## src/rtl/risc_pkg.sv

```systemverilog
// Shared definitions for the data-memory arbiter.
//   DEF_DATA_W / DEF_ADDR_W : default word and address widths
//   owner_t                 : which requester last owned the memory
//   state_t                 : arbiter FSM states
package risc_pkg;

  localparam int unsigned DEF_DATA_W = 16;
  localparam int unsigned DEF_ADDR_W = 16;

  typedef enum logic {
    OWN_CPU  = 1'b0,
    OWN_HOST = 1'b1
  } owner_t;

  typedef enum logic {
    IDLE       = 1'b0,
    HOST_BURST = 1'b1
  } state_t;

endpackage

```

## src/rtl/rr_grant2.sv

```systemverilog
// Two-way round-robin grant with a priority override for requester b.
//   req_a, req_b   : requests
//   last_b         : 1 when b owned the last granted cycle (a wins a tie)
//   force_b        : b wins whenever it requests; a only gets idle cycles
//   gnt_a, gnt_b   : one-hot-or-zero grants (combinational)
module rr_grant2 (
  input  logic req_a,
  input  logic req_b,
  input  logic last_b,
  input  logic force_b,
  output logic gnt_a,
  output logic gnt_b
);

  always_comb begin
    gnt_a = 1'b0;
    gnt_b = 1'b0;
    if (force_b && req_b) begin
      gnt_b = 1'b1;
    end else if (req_a && req_b) begin
      // Tie: the port that did not own the last cycle wins.
      if (last_b) gnt_a = 1'b1;
      else        gnt_b = 1'b1;
    end else if (req_a) begin
      gnt_a = 1'b1;
    end else if (req_b) begin
      gnt_b = 1'b1;
    end
  end

endmodule

```

## src/rtl/dmem_arbiter.sv

```systemverilog
// Arbitrates the single-port data memory between the CPU load/store path
// and the host/DMA port. Host may hold the memory for up to MAX_BURST
// consecutive grants while host_lock is held.
//   clk, rst                       : clock, synchronous active-high reset
//   cpu_req/we/addr/wdata          : CPU access request
//   cpu_gnt, cpu_stall             : CPU grant / stall (combinational)
//   cpu_rvalid, cpu_rdata          : CPU load return (registered)
//   host_req/we/lock/addr/wdata    : host access request
//   host_gnt                       : host grant (combinational)
//   host_rvalid, host_rdata        : host read return (registered)
//   mem_addr/wdata/we/re           : memory drive (combinational)
//   mem_rdata                      : memory combinational read data
module dmem_arbiter
  import risc_pkg::*;
#(
  parameter int unsigned DATA_W    = DEF_DATA_W,
  parameter int unsigned ADDR_W    = DEF_ADDR_W,
  parameter int unsigned MAX_BURST = 4
) (
  input  logic              clk,
  input  logic              rst,
  input  logic              cpu_req,
  input  logic              cpu_we,
  input  logic [ADDR_W-1:0] cpu_addr,
  input  logic [DATA_W-1:0] cpu_wdata,
  output logic              cpu_gnt,
  output logic              cpu_stall,
  output logic              cpu_rvalid,
  output logic [DATA_W-1:0] cpu_rdata,
  input  logic              host_req,
  input  logic              host_we,
  input  logic              host_lock,
  input  logic [ADDR_W-1:0] host_addr,
  input  logic [DATA_W-1:0] host_wdata,
  output logic              host_gnt,
  output logic              host_rvalid,
  output logic [DATA_W-1:0] host_rdata,
  output logic [ADDR_W-1:0] mem_addr,
  output logic [DATA_W-1:0] mem_wdata,
  output logic              mem_we,
  output logic              mem_re,
  input  logic [DATA_W-1:0] mem_rdata
);

  localparam int unsigned CNT_W    = 4;
  // With a one-grant limit a burst would end as soon as it started.
  localparam bit          BURST_EN = (MAX_BURST > 1);

  state_t           state, state_nxt;
  owner_t           last_owner, last_owner_nxt;
  logic [CNT_W-1:0] burst_cnt, burst_cnt_nxt;

  // Grant selection
  rr_grant2 u_grant (
    .req_a   (cpu_req),
    .req_b   (host_req),
    .last_b  (last_owner == OWN_HOST),
    .force_b (state == HOST_BURST),
    .gnt_a   (cpu_gnt),
    .gnt_b   (host_gnt)
  );

  assign cpu_stall = cpu_req & ~cpu_gnt;

  // Memory drive from the granted port; all zero when nobody is granted
  always_comb begin
    mem_addr  = '0;
    mem_wdata = '0;
    mem_we    = 1'b0;
    mem_re    = 1'b0;
    if (cpu_gnt) begin
      mem_addr  = cpu_addr;
      mem_wdata = cpu_wdata;
      mem_we    = cpu_we;
      mem_re    = ~cpu_we;
    end else if (host_gnt) begin
      mem_addr  = host_addr;
      mem_wdata = host_wdata;
      mem_we    = host_we;
      mem_re    = ~host_we;
    end
  end

  // FSM, owner and burst counter registers
  always_ff @(posedge clk) begin
    if (rst) begin
      state      <= IDLE;
      last_owner <= OWN_HOST;
      burst_cnt  <= '0;
    end else begin
      state      <= state_nxt;
      last_owner <= last_owner_nxt;
      burst_cnt  <= burst_cnt_nxt;
    end
  end

  // Next-state logic
  always_comb begin
    state_nxt      = state;
    last_owner_nxt = last_owner;
    burst_cnt_nxt  = burst_cnt;

    if (cpu_gnt)       last_owner_nxt = OWN_CPU;
    else if (host_gnt) last_owner_nxt = OWN_HOST;

    case (state)
      IDLE: begin
        if (host_gnt && host_lock && BURST_EN) begin
          state_nxt     = HOST_BURST;
          burst_cnt_nxt = CNT_W'(1);
        end
      end
      HOST_BURST: begin
        if (host_gnt) burst_cnt_nxt = burst_cnt + CNT_W'(1);
        // Exit on the limit leaves last_owner=HOST, so a waiting CPU wins next.
        if (!host_lock || !host_req || (burst_cnt_nxt == CNT_W'(MAX_BURST))) begin
          state_nxt     = IDLE;
          burst_cnt_nxt = '0;
        end
      end
      default: begin
        state_nxt     = IDLE;
        burst_cnt_nxt = '0;
      end
    endcase
  end

  // Read return: capture data on a granted read, rvalid pulses one cycle
  always_ff @(posedge clk) begin
    if (rst) begin
      cpu_rvalid  <= 1'b0;
      cpu_rdata   <= '0;
      host_rvalid <= 1'b0;
      host_rdata  <= '0;
    end else begin
      cpu_rvalid  <= cpu_gnt & ~cpu_we;
      host_rvalid <= host_gnt & ~host_we;
      if (cpu_gnt && !cpu_we)   cpu_rdata  <= mem_rdata;
      if (host_gnt && !host_we) host_rdata <= mem_rdata;
    end
  end

endmodule

```

## config.mk

```make
export PLATFORM = sky130hd
export DESIGN_NAME = dmem_arbiter
export DESIGN_NICKNAME = d
export VERILOG_FILES = /design/src/rtl/risc_pkg.sv /design/src/rtl/rr_grant2.sv /design/src/rtl/dmem_arbiter.sv
export SDC_FILE = /design/constraint.sdc
export NUM_CORES = 1
export LEC_CHECK = 0
export BUFFER_PORTS_ARGS = -buffer_cell sky130_fd_sc_hd__buf_2
export CAP_MARGIN = 20
export CORE_MARGIN = 2
export CORE_UTILIZATION = 40
export CTS_BUF_LIST = sky130_fd_sc_hd__clkbuf_16
export DETAILED_ROUTE_END_ITERATION = 10
export GPL_TIMING_DRIVEN = 0
export PLACE_DENSITY = 0.89
export SETUP_SLACK_MARGIN = 0.2
export SLEW_MARGIN = 20
export SYNTH_ARGS = -nofsm -noshare
export SYNTH_HDL_FRONTEND = slang
export SYNTH_SLANG_ARGS = --single-unit
```

## constraint.sdc

```tcl
create_clock -name clk -period 2.5 [get_ports clk]
set_clock_uncertainty 0.2 [all_clocks]
set_input_delay 0.375 -clock clk [delete_from_list [all_inputs] [get_ports clk]]
set_output_delay 0.375 -clock clk [all_outputs]
set_load 0.02 [all_outputs]
```

==> results.json <==
{
  "cts-buffers-inserted": 5,
  "syn_area_per_cell_um2": 6.624,
  "cts_htree_levels": 2,
  "startpoint_type": "flip-flop",
  "dr_total_vias": 2686,
  "outcome": "completed",
  "drtIter0Drc": 62,
  "fin_util": 0.6584,
  "grt_pass1_vias": 2419,
  "fmax_ghz": 0.4330,
  "design_area_um2": 3172,
  "maxCapViolCount": 0,
  "synth-seq-area-share": 0.3951,
  "gr-usage-met2": 0.4786,
  "ys_ff_latch": 40,
  "synth_edf_count": 0,
  "hold_ws_ps": 142.7,
  "drt_pass1_iterations": 4,
  "grt_start_max_net_pins": 13,
  "ctsLongestPathBuffers": 2,
  "hold_violations": 0,
  "drcViolationCount": 0,
  "required_ps": 1920,
  "final_layout_size_suffix_gt1_frac": 0.3953,
  "peakVddDrop_mv": 0.3226,
  "end_kind": "output port",
  "synthFlopType": "dfxtp_1",
  "grt_usage": 0.2414,
  "slew_headroom": 0.5265,
  "hpwl_mm": 5.286,
  "grt_pass1_wl_mm": 10.54,
  "layout.nets": 561,
  "place_area_um2": 2887,
  "antenna_found_initial": 0,
  "yosysWarnings": 0,
  "portBuffers": 155,
  "use_met3": 0.06426,
  "syn_nets": 394,
  "power_leakage_nw": 1.682,
  "place.gp.congestion": 0.8965,
  "core-area_um2": 4817,
  "cts-root-buf": "clkbuf_16",
  "path_max_fanout": 10,
  "grt_overflow": 0,
  "hp-class": "input pin to flip-flop",
  "fin_crit_ps": 2310,
  "routedWlPerCell_um": 12.73,
  "finalPower_mw": 1.955,
  "fp.dieH_um": 75.19,
  "crit_type": "flip-flop to output port",
  "worstSkewPairLatency_ps": 280,
  "via_per_inst": 4.974,
  "maxSlewViolCount": 0,
  "grtUsageMet1": 0.2398,
  "area_growth_pct": 56.48,
  "die_w_um": 75.19,
  "die_area_um2": 5653,
  "clk_transition_reported_paths_ps": 60,
  "busiest_layer": "met2",
  "setup_viol": 0,
  "io_pins": 158,
  "drtAntennaViolNets": 0,
  "numClockSinks": 40,
  "drt-total-wl_mm": 6.876,
  "fin_tns_setup_ps": 0,
  "arrival_ps": 1730,
  "ctsHoldBuffers": 0,
  "antenna_cells": 0,
  "multi_input_area_um2": 1125,
  "nFillCells": 451,
  "syn_inst": 306,
  "regArea_um2": 805.8,
  "start_util": 0.4208,
  "ys_async_sr_fraction": 0,
  "post_synth_num_cell_types": 32,
  "cts_tree": "built",
  "worstMarginPinSlew_ps": 692.4,
  "rsz0062_at_grt": "true",
  "synth_area_um2": 2027,
  "power_density_nw_per_um2": 616.4,
  "finalCritPeriodShare": 0.9239,
  "rows": 25
}
[through the flow]
| stage | instances | setup slack (ps) |
|---|---|---|
| 3_5_place_dp | 528 | 175.4 |
| 5_1_grt | 540 | 132.9 |
| 6_report | 540 | 190.4 |
| 2_1_floorplan | 306 | 384.9 |
| 3_3_place_gp | 528 | 176.6 |
| 4_1_cts | 539 | 207.2 |
[layer usage]
layer	part of all wire	vias up	routed length (µm)
li1	-	1344	-
met1	0.36	1203	2492
met2	0.53	128	3672
met3	0.085	11	582
met4	0.018	0	127
met5	0	-	0
[cells in the mapped netlist, types with 2 or more instances]
cell type  number  area (µm²)
nor3_1          2       10.01
inv_1           3       11.26
nand3_1        35       175.2
nand3b_1        2       15.01
or3_1           2       12.51
buf_1           5       18.77
o21ai_0         2       10.01
nand2_1       134       503.0
buf_2           4       20.02
a31oi_1         3       18.77
nor4_1          2       12.51
nor2_1          7       26.28
dfxtp_1        40       800.8
a21oi_1        37       185.2
clkbuf_1       10       37.54
buf_6           2       22.52
[kinds of logic after synthesis]
group	share of synthesized area
and+or+nand+nor	0.4136
AOI/OAI and AO/OA	0.1241
DFF	0.3951
buffers and inverters	0.06112
adders and majority gates	0.006172
[placed cells by master, fill, tap and decap left out, types with 4 or more instances in the layout]
cell       synthesis  layout
nor2_1             7       7
clkbuf_1          10       7
dfxtp_1           40      38
buf_2              4     159
a21oi_1           37      37
nand3_1           35      35
buf_6              2       4
nand2_1          134     133
buf_1              5       4
clkbuf_16          0       5
buf_4              1       6
[cell type report]
class | instances | share of cell area
Multi-Input combinational cell | 240 | 0.3546
Timing Repair Buffer | 161 | 0.2647
Sequential cell | 40 | 0.2540
Clock buffer | 5 | 0.03945
Buffer | 21 | 0.03550
Tap cell | 67 | 0.02643
Clock inverter | 2 | 0.01893
Inverter | 4 | 0.006312
[state kept, by name, indices dropped and copies added (netlist names)]
name and count:
cpu_rdata 16, host_rdata 16, burst_cnt 4, cpu_rvalid 1
host_rvalid 1, last_owner 1, state 1
[worst paths after layout]
| kind | startpoint | to | slack (ps) | cells past startpoint |
|---|---|---|---|---|
| min | mem_rdata[9] | cpu_rdata[9]$_SDFFE_PP0P_ | 140 | 3 |
| max reg2reg | state$_SDFF_PP0_ | burst_cnt[0]$_SDFFE_PP0P_ | 350 | 6 |
| max | state$_SDFF_PP0_ | mem_re | 190 | 8 |
| min reg2reg | host_rdata[10]$_SDFFE_PP0P_ | host_rdata[10]$_SDFFE_PP0P_ | 250 | 2 |
[power breakdown]
part	switching (mW)	internal, mW	total, mW
combinational	0.289	0.181	0.471
sequential	0.0147	0.665	0.679
clock	0.239	0.566	0.805
[repair_timing]
item                                    in CTS  in global routing
setup buffers                                5                  1
gates resized for setup                     13                  4
pin swaps                                    1                  1
cloned                                       0                  0
endpoints found under the setup margin      32                 30
[critical path, cell delays in order (launching register included)]
cell	delay, ps
dfxtp_4	340
nand3b_4	180
nand2_8	110
inv_6	60
or3_4	330
buf_6	130
buf_6	130
nand2_2	70
buf_6	110
Power figures use the tool's default switching activity.
